**src/rtl/sample_capture_pkg.sv**
```systemverilog
// Shared definitions for the sample capture-and-dump block.
// Holds the FSM state encoding, the UART frame header byte, the datapath
// widths and the helper that picks the byte sent in each TX state.
package sample_capture_pkg;

    localparam int SAMPLE_W = 22;   // sampler word
    localparam int ADDR_W   = 23;   // SDRAM word address
    localparam int DATA_W   = 32;   // SDRAM data word
    localparam int CNT_W    = 24;   // counters must hold CAPTURE_LEN up to 2^23

    localparam logic [7:0] FRAME_HDR = 8'hAA;

    typedef enum logic [3:0] {
        S_IDLE     = 4'd0,
        S_CAPTURE  = 4'd1,
        S_WR_WAIT  = 4'd2,
        S_RD_ISSUE = 4'd3,
        S_RD_WAIT  = 4'd4,
        S_TX_HDR   = 4'd5,
        S_TX_B2    = 4'd6,
        S_TX_B1    = 4'd7,
        S_TX_B0    = 4'd8,
        S_TX_GAP   = 4'd9,
        S_DONE     = 4'd10
    } state_t;

    // Byte sent on the UART for a given TX state: AA, {00,d[21:16]}, d[15:8], d[7:0].
    function automatic logic [7:0] frame_byte(input state_t s, input logic [SAMPLE_W-1:0] d);
        logic [7:0] b;
        b = 8'h00;
        case (s)
            S_TX_HDR: b = FRAME_HDR;
            S_TX_B2:  b = {2'b00, d[21:16]};
            S_TX_B1:  b = d[15:8];
            S_TX_B0:  b = d[7:0];
            default:  b = 8'h00;
        endcase
        return b;
    endfunction

endpackage

```
**src/rtl/sample_capture_fifo.sv**
```systemverilog
// sample_fifo: synchronous FIFO buffering sampler words between the
// sampler and the SDRAM write path.
// Ports:
//   clk100, rst      clock, asynchronous active-low reset
//   clr_i            synchronous clear of pointers and occupancy
//   push_i, data_i   write request and word
//   pop_i, data_o    read request and head-of-queue word
//   full_o, empty_o  occupancy flags
//   count_o          current occupancy (0 .. 2^FIFO_LOG2)
// A push while full is accepted only when a pop happens in the same cycle.
module sample_fifo
    import sample_capture_pkg::*;
#(
    parameter int FIFO_LOG2 = 4
) (
    input  logic                clk100,
    input  logic                rst,
    input  logic                clr_i,
    input  logic                push_i,
    input  logic                pop_i,
    input  logic [SAMPLE_W-1:0] data_i,
    output logic [SAMPLE_W-1:0] data_o,
    output logic                full_o,
    output logic                empty_o,
    output logic [FIFO_LOG2:0]  count_o
);

    localparam int DEPTH = 1 << FIFO_LOG2;

    logic [SAMPLE_W-1:0]  mem_q [DEPTH];
    logic [FIFO_LOG2-1:0] wr_ptr_q, wr_ptr_d;
    logic [FIFO_LOG2-1:0] rd_ptr_q, rd_ptr_d;
    logic [FIFO_LOG2:0]   count_q, count_d;
    logic                 do_push, do_pop;

    assign full_o  = (count_q == DEPTH[FIFO_LOG2:0]);
    assign empty_o = (count_q == '0);
    assign count_o = count_q;
    assign data_o  = mem_q[rd_ptr_q];

    assign do_pop  = pop_i && !empty_o;
    assign do_push = push_i && (!full_o || do_pop);

    always_comb begin
        wr_ptr_d = wr_ptr_q;
        rd_ptr_d = rd_ptr_q;
        count_d  = count_q;
        if (clr_i) begin
            wr_ptr_d = '0;
            rd_ptr_d = '0;
            count_d  = '0;
        end else begin
            if (do_push) wr_ptr_d = wr_ptr_q + FIFO_LOG2'(1);
            if (do_pop)  rd_ptr_d = rd_ptr_q + FIFO_LOG2'(1);
            case ({do_push, do_pop})
                2'b10:   count_d = count_q + (FIFO_LOG2+1)'(1);
                2'b01:   count_d = count_q - (FIFO_LOG2+1)'(1);
                default: count_d = count_q;
            endcase
        end
    end

    always_ff @(posedge clk100 or negedge rst) begin
        if (!rst) begin
            wr_ptr_q <= '0;
            rd_ptr_q <= '0;
            count_q  <= '0;
        end else begin
            wr_ptr_q <= wr_ptr_d;
            rd_ptr_q <= rd_ptr_d;
            count_q  <= count_d;
        end
    end

    // Storage is not reset; occupancy tracking alone decides validity.
    always_ff @(posedge clk100) begin
        if (do_push && !clr_i) mem_q[wr_ptr_q] <= data_i;
    end

endmodule

```
**src/rtl/sample_capture.sv**
```systemverilog
// sample_capture: arm-triggered capture of CAPTURE_LEN sampler words into
// SDRAM, followed by a read-back dump of every word over the UART as a
// 4-byte frame (AA, {00,d[21:16]}, d[15:8], d[7:0]).
// Ports:
//   clk100, rst                      clock, asynchronous active-low reset
//   arm                              start pulse (honoured in IDLE/DONE only)
//   sample_valid, sample_data        sampler input
//   cmd_*                            SDRAM controller command interface
//   data_out, data_out_ready         SDRAM read return
//   tx_ready, tx_en, tx_byte         UART byte interface
//   busy, done, overflow             status
//
// state      | meaning
// IDLE       | waiting for arm after reset
// CAPTURE    | accepting samples, issuing a write when FIFO has data
// WR_WAIT    | write issued, waiting for controller ready again
// RD_ISSUE   | issue read of word rd_cnt
// RD_WAIT    | waiting for read data
// TX_HDR..B0 | send one frame byte when UART is ready
// TX_GAP     | one idle cycle after every byte strobe
// DONE       | dump complete, waiting for a new arm
module sample_capture
    import sample_capture_pkg::*;
#(
    parameter int                CAPTURE_LEN = 1024,
    parameter logic [ADDR_W-1:0] BASE_ADDR   = 23'd0,
    parameter int                FIFO_LOG2   = 4
) (
    input  logic                clk100,
    input  logic                rst,
    input  logic                arm,
    input  logic                sample_valid,
    input  logic [SAMPLE_W-1:0] sample_data,
    input  logic                cmd_ready,
    output logic                cmd_enable,
    output logic                cmd_wr,
    output logic [ADDR_W-1:0]   cmd_address,
    output logic [DATA_W-1:0]   cmd_data_in,
    output logic [3:0]          cmd_byte_enable,
    input  logic [DATA_W-1:0]   data_out,
    input  logic                data_out_ready,
    input  logic                tx_ready,
    output logic                tx_en,
    output logic [7:0]          tx_byte,
    output logic                busy,
    output logic                done,
    output logic                overflow
);

    localparam logic [CNT_W-1:0] LEN_C = CNT_W'(CAPTURE_LEN);

    state_t              state_q, state_d;
    state_t              ret_q, ret_d;     // state to resume after TX_GAP
    logic [CNT_W-1:0]    acc_cnt_q, acc_cnt_d;
    logic [CNT_W-1:0]    wr_cnt_q, wr_cnt_d;
    logic [CNT_W-1:0]    rd_cnt_q, rd_cnt_d;
    logic [CNT_W-1:0]    rd_cnt_inc;
    logic [SAMPLE_W-1:0] sample_q, sample_d;
    logic                overflow_q, overflow_d;

    logic                fifo_clr, fifo_push, fifo_pop;
    logic                fifo_full, fifo_empty;
    logic [SAMPLE_W-1:0] fifo_head;
    logic [FIFO_LOG2:0]  fifo_count;
    logic                accept_window;

    sample_fifo #(.FIFO_LOG2(FIFO_LOG2)) u_fifo (
        .clk100  (clk100),
        .rst     (rst),
        .clr_i   (fifo_clr),
        .push_i  (fifo_push),
        .pop_i   (fifo_pop),
        .data_i  (sample_data),
        .data_o  (fifo_head),
        .full_o  (fifo_full),
        .empty_o (fifo_empty),
        .count_o (fifo_count)
    );

    logic unused_ok;
    assign unused_ok = &{1'b0, data_out[DATA_W-1:SAMPLE_W], fifo_count};

    assign cmd_byte_enable = 4'b1111;
    assign busy            = (state_q != S_IDLE) && (state_q != S_DONE);
    assign done            = (state_q == S_DONE);
    assign overflow        = overflow_q;
    assign rd_cnt_inc      = rd_cnt_q + CNT_W'(1);

    always_comb begin
        state_d     = state_q;
        ret_d       = ret_q;
        acc_cnt_d   = acc_cnt_q;
        wr_cnt_d    = wr_cnt_q;
        rd_cnt_d    = rd_cnt_q;
        sample_d    = sample_q;
        overflow_d  = overflow_q;
        fifo_clr    = 1'b0;
        fifo_pop    = 1'b0;
        fifo_push   = 1'b0;
        cmd_enable  = 1'b0;
        cmd_wr      = 1'b0;
        cmd_address = '0;
        cmd_data_in = '0;
        tx_en       = 1'b0;
        tx_byte     = 8'h00;

        case (state_q)
            S_IDLE, S_DONE: begin
                if (arm) begin
                    fifo_clr   = 1'b1;
                    acc_cnt_d  = '0;
                    wr_cnt_d   = '0;
                    rd_cnt_d   = '0;
                    overflow_d = 1'b0;
                    state_d    = S_CAPTURE;
                end
            end
            S_CAPTURE: begin
                if (!fifo_empty && cmd_ready) begin
                    cmd_enable  = 1'b1;
                    cmd_wr      = 1'b1;
                    cmd_address = BASE_ADDR + wr_cnt_q[ADDR_W-1:0];
                    cmd_data_in = {{(DATA_W-SAMPLE_W){1'b0}}, fifo_head};
                    fifo_pop    = 1'b1;
                    wr_cnt_d    = wr_cnt_q + CNT_W'(1);
                    state_d     = S_WR_WAIT;
                end else if (wr_cnt_q == LEN_C && fifo_empty) begin
                    rd_cnt_d = '0;
                    state_d  = S_RD_ISSUE;
                end
            end
            S_WR_WAIT: begin
                if (cmd_ready) state_d = S_CAPTURE;
            end
            S_RD_ISSUE: begin
                if (cmd_ready) begin
                    cmd_enable  = 1'b1;
                    cmd_address = BASE_ADDR + rd_cnt_q[ADDR_W-1:0];
                    state_d     = S_RD_WAIT;
                end
            end
            S_RD_WAIT: begin
                if (data_out_ready) begin
                    sample_d = data_out[SAMPLE_W-1:0];
                    state_d  = S_TX_HDR;
                end
            end
            S_TX_HDR, S_TX_B2, S_TX_B1, S_TX_B0: begin
                if (tx_ready) begin
                    tx_en   = 1'b1;
                    tx_byte = frame_byte(state_q, sample_q);
                    state_d = S_TX_GAP;
                    case (state_q)
                        S_TX_HDR: ret_d = S_TX_B2;
                        S_TX_B2:  ret_d = S_TX_B1;
                        S_TX_B1:  ret_d = S_TX_B0;
                        default: begin
                            rd_cnt_d = rd_cnt_inc;
                            ret_d    = (rd_cnt_inc < LEN_C) ? S_RD_ISSUE : S_DONE;
                        end
                    endcase
                end
            end
            S_TX_GAP: state_d = ret_q;
            default:  state_d = S_IDLE;
        endcase

        // Sample intake runs alongside the write path. A push into a full
        // FIFO still lands when the same cycle pops; otherwise it is dropped
        // and flagged without counting toward the capture length.
        accept_window = ((state_q == S_CAPTURE) || (state_q == S_WR_WAIT))
                        && sample_valid && (acc_cnt_q < LEN_C);
        if (accept_window) begin
            if (!fifo_full || fifo_pop) begin
                fifo_push = 1'b1;
                acc_cnt_d = acc_cnt_q + CNT_W'(1);
            end else begin
                overflow_d = 1'b1;
            end
        end
    end

    always_ff @(posedge clk100 or negedge rst) begin
        if (!rst) begin
            state_q    <= S_IDLE;
            ret_q      <= S_IDLE;
            acc_cnt_q  <= '0;
            wr_cnt_q   <= '0;
            rd_cnt_q   <= '0;
            sample_q   <= '0;
            overflow_q <= 1'b0;
        end else begin
            state_q    <= state_d;
            ret_q      <= ret_d;
            acc_cnt_q  <= acc_cnt_d;
            wr_cnt_q   <= wr_cnt_d;
            rd_cnt_q   <= rd_cnt_d;
            sample_q   <= sample_d;
            overflow_q <= overflow_d;
        end
    end

endmodule

```
**config.mk**
```make
export PLATFORM = sky130hd
export DESIGN_NAME = sample_capture
export DESIGN_NICKNAME = d
export VERILOG_FILES = /design/src/rtl/sample_capture_pkg.sv /design/src/rtl/sample_capture_fifo.sv /design/src/rtl/sample_capture.sv
export SDC_FILE = /design/constraint.sdc
export NUM_CORES = 1
export LEC_CHECK = 0
export CORE_AREA = 2 2 269 244
export CTS_CLUSTER_DIAMETER = 80
export CTS_CLUSTER_SIZE = 14
export DETAILED_ROUTE_END_ITERATION = 16
export DIE_AREA = 0 0 271 246
export DONT_BUFFER_PORTS = 1
export GPL_ROUTABILITY_DRIVEN = 0
export PLACE_DENSITY = 0.49
export SLEW_MARGIN = 20
export SYNTH_ARGS = -nofsm -noshare
export SYNTH_HDL_FRONTEND = slang
export SYNTH_HIERARCHICAL = 1
export SYNTH_SLANG_ARGS = --single-unit
```
**constraint.sdc**
```tcl
create_clock -name clk100 -period 7.6 [get_ports clk100]
set_input_delay 1.52 -clock clk100 [delete_from_list [all_inputs] [get_ports clk100]]
set_output_delay 1.52 -clock clk100 [all_outputs]
set_load 0.02 [all_outputs]
```
==> run summary, run 1 <==
Hold_buf cts: 0
Register area share after synthesis: 0.664
Antenna cells: 0
CTS tree: done
Commonest non-fill, non-tap cell in the layout: edfxtp_1
Synth cell types: 82
Via count: 11300
# Max-Cap Violations: 0
Crit path DAT: 3.65 ns
First-pass GRT wire length: 73800 µm
Synthesis-to-finish area growth: 10.6%
Die ar.: 66700 µm²
IO Pins: 134
Ys flop type: edfxtp_1
Fmax: 194 MHz
DRT Wirelength: 48300 µm
Clock Sinks: 468
DRC Markers: 0
FF-to-FF path depth: 9
Leak pwr: 7.56 nW
VDD IR-drop max: 0.000179 V
Multiplexer share of the synthesized area: 0.116
Final ANT Viol Nets: 0
Die Y: 246 µm
Starting DRT DRC Count: 849
PortBufs: 0
XOR/XNOR Fraction of Synth Area: 0.0150
Slew Limit Fails: 0
Worst setup SP type: flop
Fin cells: 2179
Avg Inst Size Synth: 15.2 µm²
CP endpoint kind: primary output
Number of hold violations in the final report: 0
Compound-Gate Fraction of Synth Area: 0.0757
Simple-Gate Fraction of Synth Area: 0.0939
Final min period: 5.17 ns
Hold Slack: 0.506 ns
RSZ-0062 raised after global routing: no
Worst slew pin tran: 1.08 ns
CP max FO: 39
Post-synth EDFFs: 352
Initial antenna violation count: 0
CTS H-tree depth: 2
Setup violators final: 0
Slew margin rel.: 0.278
Worst hold path class: reg2reg
Layout cell share with drive strength beyond 1: 0.168
Fin area: 22400 µm²
Mapped Area: 20300 µm²
Starting Density: 0.318
Reg clk slew, reported paths: 0.07 ns
Most frequent cells in the layout: 352 x edfxtp_1, 114 x dfrtp_1, 88 x mux4_2
Cells after DPL: 2118
Gr usage total: 0.146
Hold Crit Depth: 1
Wirelength per Cell: 22.2 µm
Largest net degree at the start of global routing: 117
CTS Buffer Depth: 3
Nets: 1382
Largest family of logic cells by synthesized area: multiplexers
FF+latch count, synth: 468
Drt first pass iters: 5
WP data required: 6.08 ns
Syn. warnings: 6
Std-Cell Rows: 88
Clk Tree Root Cell: clkbuf_16
Status: finished, final reports clean
PnR Total Power: 6.93 mW
Final HPWL DP: 27600 µm
Dpl cell area: 21200 µm²
Vias in the first global route: 11600
Setup CP Type: reg2out
Num CTS Buffers: 42
Skew-Pair Late Insertion Delay: 0.59 ns
Post-CTS resize count: 0
Post-synthesis cell count: 1333
Setup TNS: 0 ns
Vias per cell: 5.19
Share of async-settable or async-resettable flops after synthesis: 0.248
Fill cell count: 6056
Chip Width: 271 µm
Post-synthesis adder-cell area fraction: 0.00838
Postcts setup bufs: 0
Grt ovf: 0
Post-route clock period utilization: 0.680
Clk_skew: 0.0245 ns
Core ar.: 63800 µm²
Pwr dens: 309 nW/µm²
==> state kept, by name, summed over array words and instances (netlist names) <==
register and cells:
wr_cnt_q 24, overflow 1, state_q 4, sample_q 22, ret_q 4, u_fifo/count_o 5, rd_cnt_q 24, u_fifo/rd_ptr_q 4
u_fifo/wr_ptr_q 4, u_fifo/mem_q 352, acc_cnt_q 24
==> final timing paths <==
| check | start | end | slack [ns] |
|---|---|---|---|
| max | u_fifo/count_o[0] | cmd_address[15] | 2.43 |
| min | sample_q[20] | sample_q[20] | 0.51 |
| max reg2reg | u_fifo/count_o[0] | u_fifo/mem_q[14][13] | 3.13 |
| min reg2reg | sample_q[20] | sample_q[20] | 0.51 |
| max in group asynchronous | rst | u_fifo/rd_ptr_q[0] | 6.78 |
| min in group asynchronous | rst | rd_cnt_q[21] | 0.64 |
==> cells by family (layout without fill, tap and decap cells) <==
| group | Yosys count | count (layout) |
|---|---|---|
| AOI/OAI and AO/OA | 215 | 215 |
| xor gates and xnor gates | 34 | 34 |
| adders and majority gates | 13 | 13 |
| buffers and inverters | 115 | 94 |
| DFF | 468 | 468 |
| muxes | 122 | 122 |
| other | 2 | 14 |
| and+or+nand+nor | 364 | 364 |
==> critical path: stages (launching register included) <==
cell and delay [ns]:
dfrtp_1 0.44, or4_1 0.38, nor2_1 0.16, nor2b_1 0.24, nand3_2 0.29, inv_2 0.73, buf_4 0.42, a22o_1 0.37
==> where the power goes <==
part	switching (mW)	leakage [nW]	internal [mW]	total (mW)
combinational	1.01	2.24	0.718	1.72
sequential	0.230	4.72	2.96	3.19
clock	0.970	0.597	1.05	2.02
total	2.20	7.56	4.72	6.93
==> synth_stat cells (7+ instances only) <==
cell / count / share of area
a21oi_1: 27 / 0.0067
a22o_1: 21 / 0.0091
a22oi_1: 49 / 0.018
a31oi_1: 12 / 0.0037
and2_1: 41 / 0.013
and3_1: 11 / 0.0034
and4_1: 13 / 0.0056
buf_2: 21 / 0.0052
buf_4: 17 / 0.0063
clkbuf_1: 48 / 0.0089
dfrtp_1: 116 / 0.14
edfxtp_1: 352 / 0.52
ha_1: 12 / 0.0074
inv_1: 21 / 0.0039
mux2_2: 25 / 0.014
mux2i_1: 9 / 0.0044
mux4_2: 88 / 0.098
nand2_1: 80 / 0.015
nand3_1: 34 / 0.0084
nand4_1: 22 / 0.0068
nor2_1: 95 / 0.018
nor2b_1: 7 / 0.0022
nor3_1: 13 / 0.0032
nor4_1: 11 / 0.0034
o21ai_0: 23 / 0.0057
o21ai_1: 38 / 0.0094
xnor2_1: 9 / 0.0039
xor2_1: 24 / 0.010
==> per-stage QoR <==
stage,setup slack (ns),util
after floorplan,2.83,-
after global placement,2.46,0.332
after detailed placement,2.38,0.332
after CTS,2.25,0.352
after global routing,2.07,0.352
final,2.43,0.352
==> per-layer routing <==
metal	wire length, µm	vias up	track usage
li1	-	5093	-
met1	22900	5913	0.206
met2	22100	236	0.231
met3	2440	62	0.0284
met4	823	0	0.0362
met5	0	-	0
==> final cells by class <==
cell class | count | area [µm²] | share of cell area
inverters | 23 | 86.3 | 0.00385
repair buffers | 11 | 115 | 0.00513
clock buffers | 50 | 1110 | 0.0496
well taps | 855 | 1070 | 0.0477
flip-flops and latches | 468 | 13500 | 0.601
multi-input cells | 762 | 6460 | 0.288
clock inverters | 10 | 124 | 0.00552
(Power assumes the default switching activity.)
==> run 2: changes to the inputs <==
==> constraint.sdc (replaced) <==
create_clock -name clk100 -period 4.8 [get_ports clk100]
set_input_delay 0.96 -clock clk100 [delete_from_list [all_inputs] [get_ports clk100]]
set_output_delay 0.96 -clock clk100 [all_outputs]
set_load 0.02 [all_outputs]
==> run summary, run 2 (synthesis results as in run 1) <==
Fill cell count: 5988
Reg clk slew, reported paths: 0.07 ns
PnR Total Power: 11.0 mW
Wirelength per Cell: 22.1 µm
Cell breakdown of the critical path: or4_1, nor2_1, nor2b_1, nand3_2, inv_2, buf_4, a22o_1
Leak pwr: 7.71 nW
Starting DRT DRC Count: 979
WP data required: 3.84 ns
DRT Wirelength: 48600 µm
Clock Sinks: 468
Commonest non-fill, non-tap cell in the layout: edfxtp_1
RSZ-0062 raised after global routing: no
Starting Density: 0.318
Die Y: 246 µm
Vias in the first global route: 11500
Via count: 11400
Slew margin rel.: 0.299
Worst hold path class: in2async
Gr usage total: 0.145
Setup violators final: 0
PortBufs: 0
Skew-Pair Late Insertion Delay: 0.57 ns
Setup CP Type: reg2out
VDD IR-drop max: 0.000318 V
Post-CTS resize count: 0
Core ar.: 63800 µm²
CTS tree: done
Slew Limit Fails: 0
# Max-Cap Violations: 0
CTS H-tree depth: 2
Critical path's top delay family: simple AND/OR/NAND/NOR gates
Largest register FFs: 352
Largest net degree at the start of global routing: 117
Post-route clock period utilization: 0.922
Nets: 1406
Number of hold violations in the final report: 0
Antenna cells: 0
Final HPWL DP: 29800 µm
Postcts setup bufs: 0
CP endpoint kind: primary output
Synthesis-to-finish area growth: 11.9%
Fmax: 226 MHz
Setup TNS: 0 ns
DRC Markers: 0
Clk Tree Root Cell: clkbuf_16
Max stage delay on crit path: 0.51 ns
Chip Width: 271 µm
Status: finished, final reports clean
Initial antenna violation count: 0
Crit path buffers/inverters: 2
Final min period: 4.43 ns
Worst setup SP type: flop
Std-Cell Rows: 88
First-pass GRT wire length: 73700 µm
Crit path DAT: 3.47 ns
IO Pins: 134
Most frequent cells in the layout: 352 x edfxtp_1, 114 x dfrtp_1, 88 x mux4_2
Pwr dens: 482 nW/µm²
CP max-delay cell: inv_2
Layout cell share with drive strength beyond 1: 0.181
CTS Buffer Depth: 3
Grt ovf: 0
Drt first pass iters: 5
Hold_buf cts: 0
Clk_skew: 0.0224 ns
Final ANT Viol Nets: 0
Die ar.: 66700 µm²
R2R Setup Slk: 0.72 ns
CP max FO: 33
Vias per cell: 5.16
Num CTS Buffers: 41
Worst slew pin tran: 1.05 ns
Most flops, register: u_fifo/mem_q
[run 2: worst register-to-register path: cells and delay by family, from the launching register on]
family	cells	cell delay, ns
AOI/OAI and AO/OA	1	0.49
and+or+nand+nor	7	2.08
buffers and inverters	2	0.76
DFF	1	0.44
[run 2: area by class of cell]
type / instances / area, µm² / area share
clock buffers: 49 / 1090 / 0.0479
clock inverters: 8 / 108 / 0.00474
inverters: 23 / 86.3 / 0.00380
multi-input cells: 762 / 6460 / 0.284
flip-flops and latches: 468 / 13500 / 0.593
well taps: 855 / 1070 / 0.0471
repair buffers: 36 / 433 / 0.0191
[run 2: power by group]
group	leakage (nW)	total (mW)	switching [mW]	internal [mW]
clock network	0.581	3.12	1.46	1.66
registers	4.72	5.02	0.336	4.68
logic	2.40	2.82	1.62	1.20
[run 2: through the flow]
step                hold slack (ns)  instances  area (µm²)  setup slack, ns  utilization
floorplan                     0.460       1345       20300            0.586            -
global placement              0.489       2144       21500            0.746        0.338
detailed placement            0.495       2144       21500            0.730        0.338
CTS                          0.0448       2201       22700            0.287        0.356
global route                 0.0444       2201       22700           0.0256        0.356
finish                       0.0924       2201       22700            0.372        0.356
[run 2: final timing paths]
kind / startpoint / endpoint / depth (start not counted)
worst max-delay path: u_fifo/count_o[0] / cmd_address[10] / 7
worst min-delay path: rst / rd_cnt_q[21] / 0
worst max register to register: u_fifo/count_o[0] / u_fifo/mem_q[8][4] / 10
worst min register to register: acc_cnt_q[5] / acc_cnt_q[5] / 1
max in group asynchronous: rst / u_fifo/rd_ptr_q[1] / 0
min in group clk100: tx_ready / ret_q[1] / 1
[run 2: per-layer routing]
metal | global-route usage | routed length, µm
met4 | 0.0335 | 821
met3 | 0.0328 | 2660
met5 | 0 | 0
met2 | 0.241 | 23300
met1 | 0.194 | 21900
==> run 3: changes to the inputs <==
--- a/config.mk
+++ b/config.mk
@@ -7,7 +7,7 @@
 export LEC_CHECK = 0
 export CORE_AREA = 2 2 269 244
 export CTS_CLUSTER_DIAMETER = 80
-export CTS_CLUSTER_SIZE = 14
+export CTS_CLUSTER_SIZE = 24
 export DETAILED_ROUTE_END_ITERATION = 16
 export DIE_AREA = 0 0 271 246
 export DONT_BUFFER_PORTS = 1
==> constraint.sdc (replaced) <==
create_clock -name clk100 -period 4.2 [get_ports clk100]
set_input_delay 0.84 -clock clk100 [delete_from_list [all_inputs] [get_ports clk100]]
set_output_delay 0.84 -clock clk100 [all_outputs]
set_load 0.02 [all_outputs]
==> run summary, run 3 (synthesis results as in run 1) <==
CTS H-tree depth: 1
Layout cell share with drive strength beyond 1: 0.176
PnR Total Power: 12.1 mW
Worst hold path class: in2async
CTS tree: done
Final HPWL DP: 28900 µm
Clock Sinks: 468
First-pass GRT wire length: 73500 µm
Final ANT Viol Nets: 0
Std-Cell Rows: 88
Most flops, register: u_fifo/mem_q
Number of hold violations in the final report: 0
PortBufs: 0
Critical path's top delay family: compound AO/OA/AOI/OAI gates
Fin cells: 2188
Setup violators final: 0
Most frequent cells in the layout: 352 x edfxtp_1, 114 x dfrtp_1, 88 x mux4_2
Pwr dens: 543 nW/µm²
Num CTS Buffers: 29
Via count: 11400
Chip Width: 271 µm
Fin area: 22400 µm²
Drt first pass iters: 5
Crit path depth: 6
Skew-Pair Late Insertion Delay: 0.61 ns
CTS Buffer Depth: 3
Dpl cell area: 21400 µm²
Starting DRT DRC Count: 1163
Die Y: 246 µm
Vias in the first global route: 11400
Post-CTS resize count: 0
Clk_skew: 0.0229 ns
Worst slew pin tran: 1.07 ns
Cells after DPL: 2138
Setup TNS: 0 ns
Slew margin rel.: 0.283
Starting Density: 0.318
Die ar.: 66700 µm²
Slew Limit Fails: 0
Setup CP Type: reg2out
Status: finished, final reports clean
Synthesis-to-finish area growth: 10.2%
Clk Tree Root Cell: clkbuf_16
Final min period: 3.89 ns
CP max-delay cell: dfrtp_1
Vias per cell: 5.19
Crit path buffers/inverters: 2
Most frequent CP cell: buf_4
DRC Markers: 0
CP endpoint kind: primary output
Core ar.: 63800 µm²
Largest register FFs: 352
Initial antenna violation count: 0
IO Pins: 134
Leak pwr: 7.54 nW
Post-route clock period utilization: 0.927
Nets: 1389
FF-to-FF path depth: 8
DRT Wirelength: 48700 µm
RSZ-0062 raised after global routing: no
VDD IR-drop max: 0.000434 V
Worst setup SP type: flop
Fmax: 257 MHz
CP max FO: 11
Commonest non-fill, non-tap cell in the layout: edfxtp_1
Gr usage total: 0.144
WP data required: 3.36 ns
Wirelength per Cell: 22.3 µm
Grt ovf: 0
Max stage delay on crit path: 0.54 ns
Reg clk slew, reported paths: 0.09 ns
Cell breakdown of the critical path: buf_4, nor4b_4, buf_4, o21bai_1, nand2_1, a21oi_1
# Max-Cap Violations: 0
Crit path DAT: 3.05 ns
Largest net degree at the start of global routing: 117
## run 3: worst register-to-register path: stages, from the launching register on
cell      delay, ns
dfrtp_1        0.59
nor2_1         0.17
nor2b_1        0.26
nand3_2        0.12
a211oi_1       0.26
buf_4          0.22
a21boi_1       0.44
nand2_1        0.35
nor2_4         0.90
## run 3: timing repair
action	4_1_cts	5_1_grt
hold buffers	1	0
hold endpoints to repair	116	0
setup buffers	0	0
## run 3: power by group
group          total (mW)  switching (mW)  leakage [nW]  internal [mW]
registers            5.66           0.309          4.72           5.35
clock network        3.12            1.71         0.464           1.41
logic                3.37            1.98          2.35           1.39
total                12.1            4.00          7.54           8.14
## run 3: metrics by stage
stage	hold WS [ns]	worst slack (ns)	util
floorplan	0.460	0.106	-
global placement	0.490	0.333	0.335
detailed placement	0.496	0.307	0.335
CTS	0.199	0.233	0.351
global route	0.229	0.129	0.351
finish	0.198	0.306	0.351
## run 3: path summary, 6_finish.rpt
path,from,to,slack (ns)
setup / recovery,state_q[1],tx_byte[2],0.31
hold / removal,rst,sample_q[2],0.20
setup reg to reg,u_fifo/count_o[4],u_fifo/mem_q[0][18],0.50
hold reg to reg,sample_q[4],sample_q[4],0.51
max in group asynchronous,rst,wr_cnt_q[4],3.55
min in group clk100,tx_ready,ret_q[1],0.30
## run 3: final cells by class
| cell class | instances | area (µm²) |
|---|---|---|
| clock buffers | 30 | 729 |
| clock inverters | 18 | 241 |
| well taps | 855 | 1070 |
| flip-flops and latches | 468 | 13500 |
| multi-input cells | 762 | 6460 |
| inverters | 23 | 86.3 |
| diodes | 1 | 2.50 |
| fillers | 6062 | 41400 |
| repair buffers | 31 | 290 |
## run 3: routing by layer
layer,share of wire,track usage,vias up
met5,0,0,-
met4,0.018,0.0302,0
met3,0.044,0.0206,51
met2,0.48,0.239,251
met1,0.46,0.200,5955
li1,-,-,5108
